--- src/rtl/gf180mcu_fd_sc_mcu9t5v0__nor_flt.sv ---
`default_nettype none
// ============================================================================
// Module : gf180mcu_fd_sc_mcu9t5v0__nor_flt
// Brief  : Registered multi-channel NOR with pipeline and stability filter.
// Rev    : 1.0  initial release
// ============================================================================
module gf180mcu_fd_sc_mcu9t5v0__nor_flt #(
  parameter int WIDTH    = 2,
  parameter int CHANNELS = 1,
  parameter int STAGES   = 1,
  parameter int FILT     = 0
) (
  input  logic                      CLK,
  input  logic                      RST,
  input  logic                      EN,
  input  logic [CHANNELS*WIDTH-1:0] A,
  output logic [CHANNELS-1:0]       ZN,
  output logic [CHANNELS-1:0]       CHG,
  output logic                      VLD
);

  localparam int            CW          = ($clog2(FILT + 1) < 1) ? 1 : $clog2(FILT + 1);
  localparam int            FW          = $clog2(STAGES + 2);
  localparam logic [CW-1:0] C_FILT      = CW'(FILT);
  localparam logic [FW-1:0] C_FILL_MAX  = FW'(STAGES + 1);
  localparam logic [FW-1:0] C_FILL_LAST = FW'(STAGES);

  logic [CHANNELS-1:0]              w_raw;
  logic [CHANNELS-1:0]              w_cand;
  logic [STAGES-1:0][CHANNELS-1:0]  r_pipe;
  logic [CHANNELS-1:0][CW-1:0]      r_cnt;
  logic [CHANNELS-1:0]              r_zn;
  logic [CHANNELS-1:0]              r_chg;
  logic [FW-1:0]                    r_fill;
  logic                             r_vld;

  genvar n;
  generate
    for (n = 0; n < CHANNELS; n++) begin : g_raw
      assign w_raw[n] = ~|A[n*WIDTH +: WIDTH];
    end
  endgenerate

  // Stages reset to 1, the NOR of an all-zero input group.
  always_ff @(posedge CLK or posedge RST) begin
    if (RST) begin
      r_pipe <= '1;
    end else if (EN) begin
      r_pipe[0] <= w_raw;
      for (int k = 1; k < STAGES; k++) begin
        r_pipe[k] <= r_pipe[k-1];
      end
    end
  end

  assign w_cand = r_pipe[STAGES-1];

  always_ff @(posedge CLK or posedge RST) begin
    if (RST) begin
      r_cnt <= '0;
      r_zn  <= '1;
      r_chg <= '0;
    end else if (!EN) begin
      r_chg <= '0;
    end else begin
      for (int c = 0; c < CHANNELS; c++) begin
        if (w_cand[c] == r_zn[c]) begin
          r_cnt[c] <= '0;
          r_chg[c] <= 1'b0;
        end else if (r_cnt[c] == C_FILT) begin
          r_zn[c]  <= w_cand[c];
          r_cnt[c] <= '0;
          r_chg[c] <= 1'b1;
        end else begin
          r_cnt[c] <= r_cnt[c] + CW'(1);
          r_chg[c] <= 1'b0;
        end
      end
    end
  end

  // VLD is registered alongside the fill counter so it needs no decode.
  always_ff @(posedge CLK or posedge RST) begin
    if (RST) begin
      r_fill <= '0;
      r_vld  <= 1'b0;
    end else if (EN) begin
      if (r_fill != C_FILL_MAX) begin
        r_fill <= r_fill + FW'(1);
      end
      if (r_fill == C_FILL_LAST) begin
        r_vld <= 1'b1;
      end
    end
  end

  assign ZN  = r_zn;
  assign CHG = r_chg;
  assign VLD = r_vld;

endmodule
`default_nettype wire

--- config.mk ---
export PLATFORM = sky130hd
export DESIGN_NAME = gf180mcu_fd_sc_mcu9t5v0__nor_flt
export DESIGN_NICKNAME = d
export VERILOG_FILES = /design/src/rtl/gf180mcu_fd_sc_mcu9t5v0__nor_flt.sv
export SDC_FILE = /design/constraint.sdc
export NUM_CORES = 1
export LEC_CHECK = 0
export BUFFER_PORTS_ARGS = -buffer_cell sky130_fd_sc_hd__buf_2
export CELL_PAD_IN_SITES_DETAIL_PLACEMENT = 0
export CELL_PAD_IN_SITES_GLOBAL_PLACEMENT = 1
export CORE_AREA = 5 5 42 44
export DETAILED_ROUTE_END_ITERATION = 6
export DIE_AREA = 0 0 47 49
export GPL_TIMING_DRIVEN = 0
export PLACE_DENSITY_LB_ADDON = 0.08
export RECOVER_POWER = 100
export SETUP_SLACK_MARGIN = 0.5
export SLEW_MARGIN = 20
export SYNTH_ARGS = -nofsm -noshare
export SYNTH_HDL_FRONTEND = slang
export SYNTH_SLANG_ARGS = --single-unit
--- constraint.sdc ---
create_clock -name CLK -period 1.02 [get_ports CLK]
set_clock_uncertainty 0.1 [all_clocks]
set_input_delay 0.051 -clock CLK [delete_from_list [all_inputs] [get_ports CLK]]
set_output_delay 0.051 -clock CLK [all_outputs]
set_load 0.01 [all_outputs]
======== After elaboration in Yosys (flattened, before gate mapping) ========
Index checks and enable logic that the tools add are counted.
word-level totals
  bits in registers ....................... 7
  input bits .............................. 5
cells by class
  reduce and logical (&&, ||, !) cells .... 5
  add/subtract/negate cells ............... 2
  muxes and demuxes ....................... 5
  equality and inequality tests ........... 3
  bitwise logic cells ..................... 2
operators with widths
  cell                                                              count
  1-bit 2-to-1 mux                                                  5
  2-bit AND reduction                                               2
  3-bit AND reduction                                               1
  2-bit by 1-bit adder with 2-bit output (second input constant)    1
  2-bit by 1-bit == test with 1-bit output (second input constant)  1
  2-bit inequality test (second input constant)                     1
  1-bit inverter                                                    2
  2-bit OR reduction                                                1
  1-bit adder (second input constant)                               1
  1-bit == test                                                     1
  1-bit zero test                                                   1

======== Depth between registers and ports, before layout ========
  depth in word-level cells ............... 3
  depth in mapped cells ................... 4
  mapped depth without buffers ............ 4

======== Least setup slack after synthesis ========
Ideal clock, no wire load.
  kind .................................... flip-flop to flip-flop
  from .................................... reg r_fill[0]
  to ...................................... reg r_fill[1]
  arrival ................................. 0.892 ns
  setup time .............................. 0.079 ns
  path slack .............................. -0.051 ns
  path buffers ............................ 0
  cell stages (with the launch flop) ...... 5
  path through ............................ dfrtp_1 > inv_1 > ha_1 > nor2b_4 > mux2i_1
between the ends
  word-level cells in the longest chain between the ends .. 2
ends and longest elaborated chain
  what                                  RTL line  text
  start, declared                       34        logic [FW-1:0] r_fill;
  start signal, assigned                89        r_fill <= r_fill + FW'(1);
  2-bit inequality test                 88        if (r_fill != C_FILL_MAX) begin
  2-bit AND reduction (no source line)  -
Parallel ways exist; a longest one is shown, timed or not.
A chain may end at the register's enable or synchronous reset.

======== Worst setup path after layout ========
Ends and elaborated chain as after synthesis.

==> flow_metrics.env <==
export IMPL_status="finished with violations"
export IMPL_violations="negative hold slack, negative setup slack"
export IMPL_cts_buffers=3
export IMPL_ir_worst_vdd_v=0.000747
export IMPL_htree_num_levels=1
export IMPL_finalSetupViolCount=2
export IMPL_die_width_um=47
export IMPL_antennaDiodeCount=0
export IMPL_antenna_found_initial=0
export IMPL_rsz0062_at_grt="yes"
export IMPL_yosysUniqueCellTypes=12
export IMPL_synth_nets=27
export IMPL_worst_pin_slew_ns=0.237
export IMPL_nets=44
export IMPL_post_route_util=0.304
export IMPL_crit_chain="inv_2 -> ha_4 -> nor2b_4 -> mux2i_1"
export IMPL_routed_via_density=3.67
export IMPL_arrival_ns=1.12
export IMPL_core_sq_um=1400
export IMPL_initial_utilization=0.195
export IMPL_setup_slack_ns=-0.0417
export IMPL_num_rows=14
export IMPL_grt_pass1_wl_um=731
export IMPL_yosys_register_bits=6
export IMPL_seq_area_frac_synth=0.560
export IMPL_cts_tree="built"
export IMPL_slowest_delay_ns=0.36
export IMPL_die_y_um=49
export IMPL_required_ns=1.08
export IMPL_clk_pin_slew_worst_paths_ns=0.05
export IMPL_die_area_sq_um=2300
export IMPL_grt_total_usage=0.0488
export IMPL_slew_headroom=0.842
export IMPL_cts_buffer_depth=2
export IMPL_syn_inst=20
export IMPL_slew_violations=0
export IMPL_fin_crit_sh=1.04
export IMPL_hold_violations=6
export IMPL_ant_nets=0
export IMPL_syn_avg_cell_area_sq_um=13.6
export IMPL_power_density_nw_per_um2=2180
export IMPL_total_power_mw=0.928
export IMPL_drv_cap=0
export IMPL_worstHoldPathType="primary input to async pin"
export IMPL_slowest_stage="dfrtp_1"
export IMPL_insertion_delay_ns=0.25
export IMPL_gp_congestion=0.647
export IMPL_fill_cells=154
export IMPL_holdWs_ns=-0.390
export IMPL_via_count=191
export IMPL_power_leakage_nw=0.207
export IMPL_instances_no_fill=52
export IMPL_start_kind="flop"
export IMPL_ys_warn_count=0
export IMPL_port_buffers=7
export IMPL_period_needed_ns=1.06
export IMPL_grt_max_degree=7
export IMPL_endpoint_kind="flop"
export IMPL_timing_fmax_mhz=942
export IMPL_syn2layout_area_growth_pct=56.4
export IMPL_cp_max_fo=2
export IMPL_drc=0
export IMPL_cts_root_buffer="clkbuf_4"
export IMPL_grt_overflow=0
export IMPL_post_drt_wl_per_cell_um=9.12
export IMPL_placed_cells=43
export IMPL_firstDrtPassIters=2
export IMPL_dp_slack_ns=-0.0421
export IMPL_drive_gt1_frac=0.639
export IMPL_tns_ns=-0.0770
export IMPL_grt_pass1_vias=184
export IMPL_critPathKind="flop to flop"
export IMPL_drt_iter0_drc=1
export IMPL_cts_sinks=6
export IMPL_io_pins=8
export IMPL_wl_um=474
export IMPL_syn_cell_area_sq_um=273
cell usage after synthesis:
cell,instances,area (sq um)
and2_2,1,7.51
inv_1,3,11.3
xnor2_1,1,8.76
a21o_2,1,8.76
mux2i_1,1,10.0
xor2_1,1,8.76
nor2_1,1,3.75
ha_1,2,25.0
mux2_2,2,22.5
dfrtp_1,4,100
nor2b_4,1,13.8
dfstp_2,2,52.6
metrics by stage:
stage	hold slack, ns	cell area (sq um)
after floorplan	-0.259	297
after global placement	-0.122	352
after detailed placement	-0.118	352
after CTS	-0.392	429
after global routing	-0.366	427
final	-0.390	427
timing repair:
action                                  4_1_cts  5_1_grt
setup buffers                                 5        0
endpoints found under the setup margin        9        9
pin swaps                                     2        1
gates cloned                                  0        0
endpoints found under the hold margin         6        6
gates resized for setup                       4        0
flip-flops by register name, summed over array words and instances, names as in the netlist:
| signal | flops |
|---|---|
| ZN | 1 |
| CHG | 1 |
| VLD | 1 |
| r_fill | 2 |
| r_pipe | 1 |
final cells by class:
| class | count | area, sq um | area share |
|---|---|---|---|
| flip-flops and latches | 6 | 153 | 0.358 |
| well taps | 16 | 20.0 | 0.0469 |
| clock buffers | 4 | 26.3 | 0.0616 |
| multi-input cells | 11 | 133 | 0.311 |
| inverters | 3 | 11.3 | 0.0264 |
| repair buffers | 12 | 83.8 | 0.196 |
path summary, 6_finish.rpt:
| check | startpoint | endpoint | slack, ns | cells past startpoint |
|---|---|---|---|---|
| worst max-delay path | r_fill[0]$_DFFE_PP0P_ | r_fill[1]$_DFFE_PP0P_ | -0.04 | 4 |
| worst min-delay path | RST | VLD$_DFFE_PP0P_ | -0.39 | 2 |
| worst max register to register | r_fill[0]$_DFFE_PP0P_ | r_fill[1]$_DFFE_PP0P_ | -0.04 | 4 |
| worst min register to register | VLD$_DFFE_PP0P_ | VLD$_DFFE_PP0P_ | 0.44 | 2 |
| max in group asynchronous | RST | r_pipe$_DFFE_PP1P_ | 0.94 | 2 |
| min in group CLK | EN | VLD$_DFFE_PP0P_ | 0.03 | 2 |
cells by family after synthesis:
family                   after synthesis  share of synthesized area
AO/OA/AOI/OAI                          1                     0.0321
XOR/XNOR                               2                     0.0642
adder cells (fa/ha/maj)                2                     0.0917
buffers and inverters                  3                     0.0413
flip-flops                             6                      0.560
multiplexers                           3                      0.119
AND/OR/NAND/NOR                        3                     0.0917
cell usage in the layout (no fill, tap or decap), drive strengths merged:
master,netlist,routed
buf,0,10
clkbuf,0,6
xor2,1,1
ha,2,2
mux2i,1,1
dfrtp,4,4
nor2,1,1
xnor2,1,1
a21o,1,1
mux2,2,2
nor2b,1,1
dfstp,2,2
inv,3,3
and2,1,1
critical path, delay by kind of cell (launching register included):
| family | cells | cell delay (ns) |
|---|---|---|
| fa+ha+maj | 1 | 0.16 |
| buf+inv | 1 | 0.06 |
| flops | 1 | 0.36 |
| mux | 1 | 0.18 |
| simple gates | 1 | 0.12 |
power breakdown:
group	internal [mW]	total (mW)	leakage, nW	switching (mW)
combinational	0.211	0.339	0.126	0.128
sequential	0.304	0.350	0.0661	0.0463
clock	0.148	0.239	0.0150	0.0907
metal layers:
layer  up-vias  track usage  share of wire
li1         96            -              -
met5         -            0              0
met1        86       0.0603           0.49
met3         0       0.0554           0.13
met4         0       0.0138              0
met2         9       0.0543           0.38
Power figures use the tool's default switching activity.
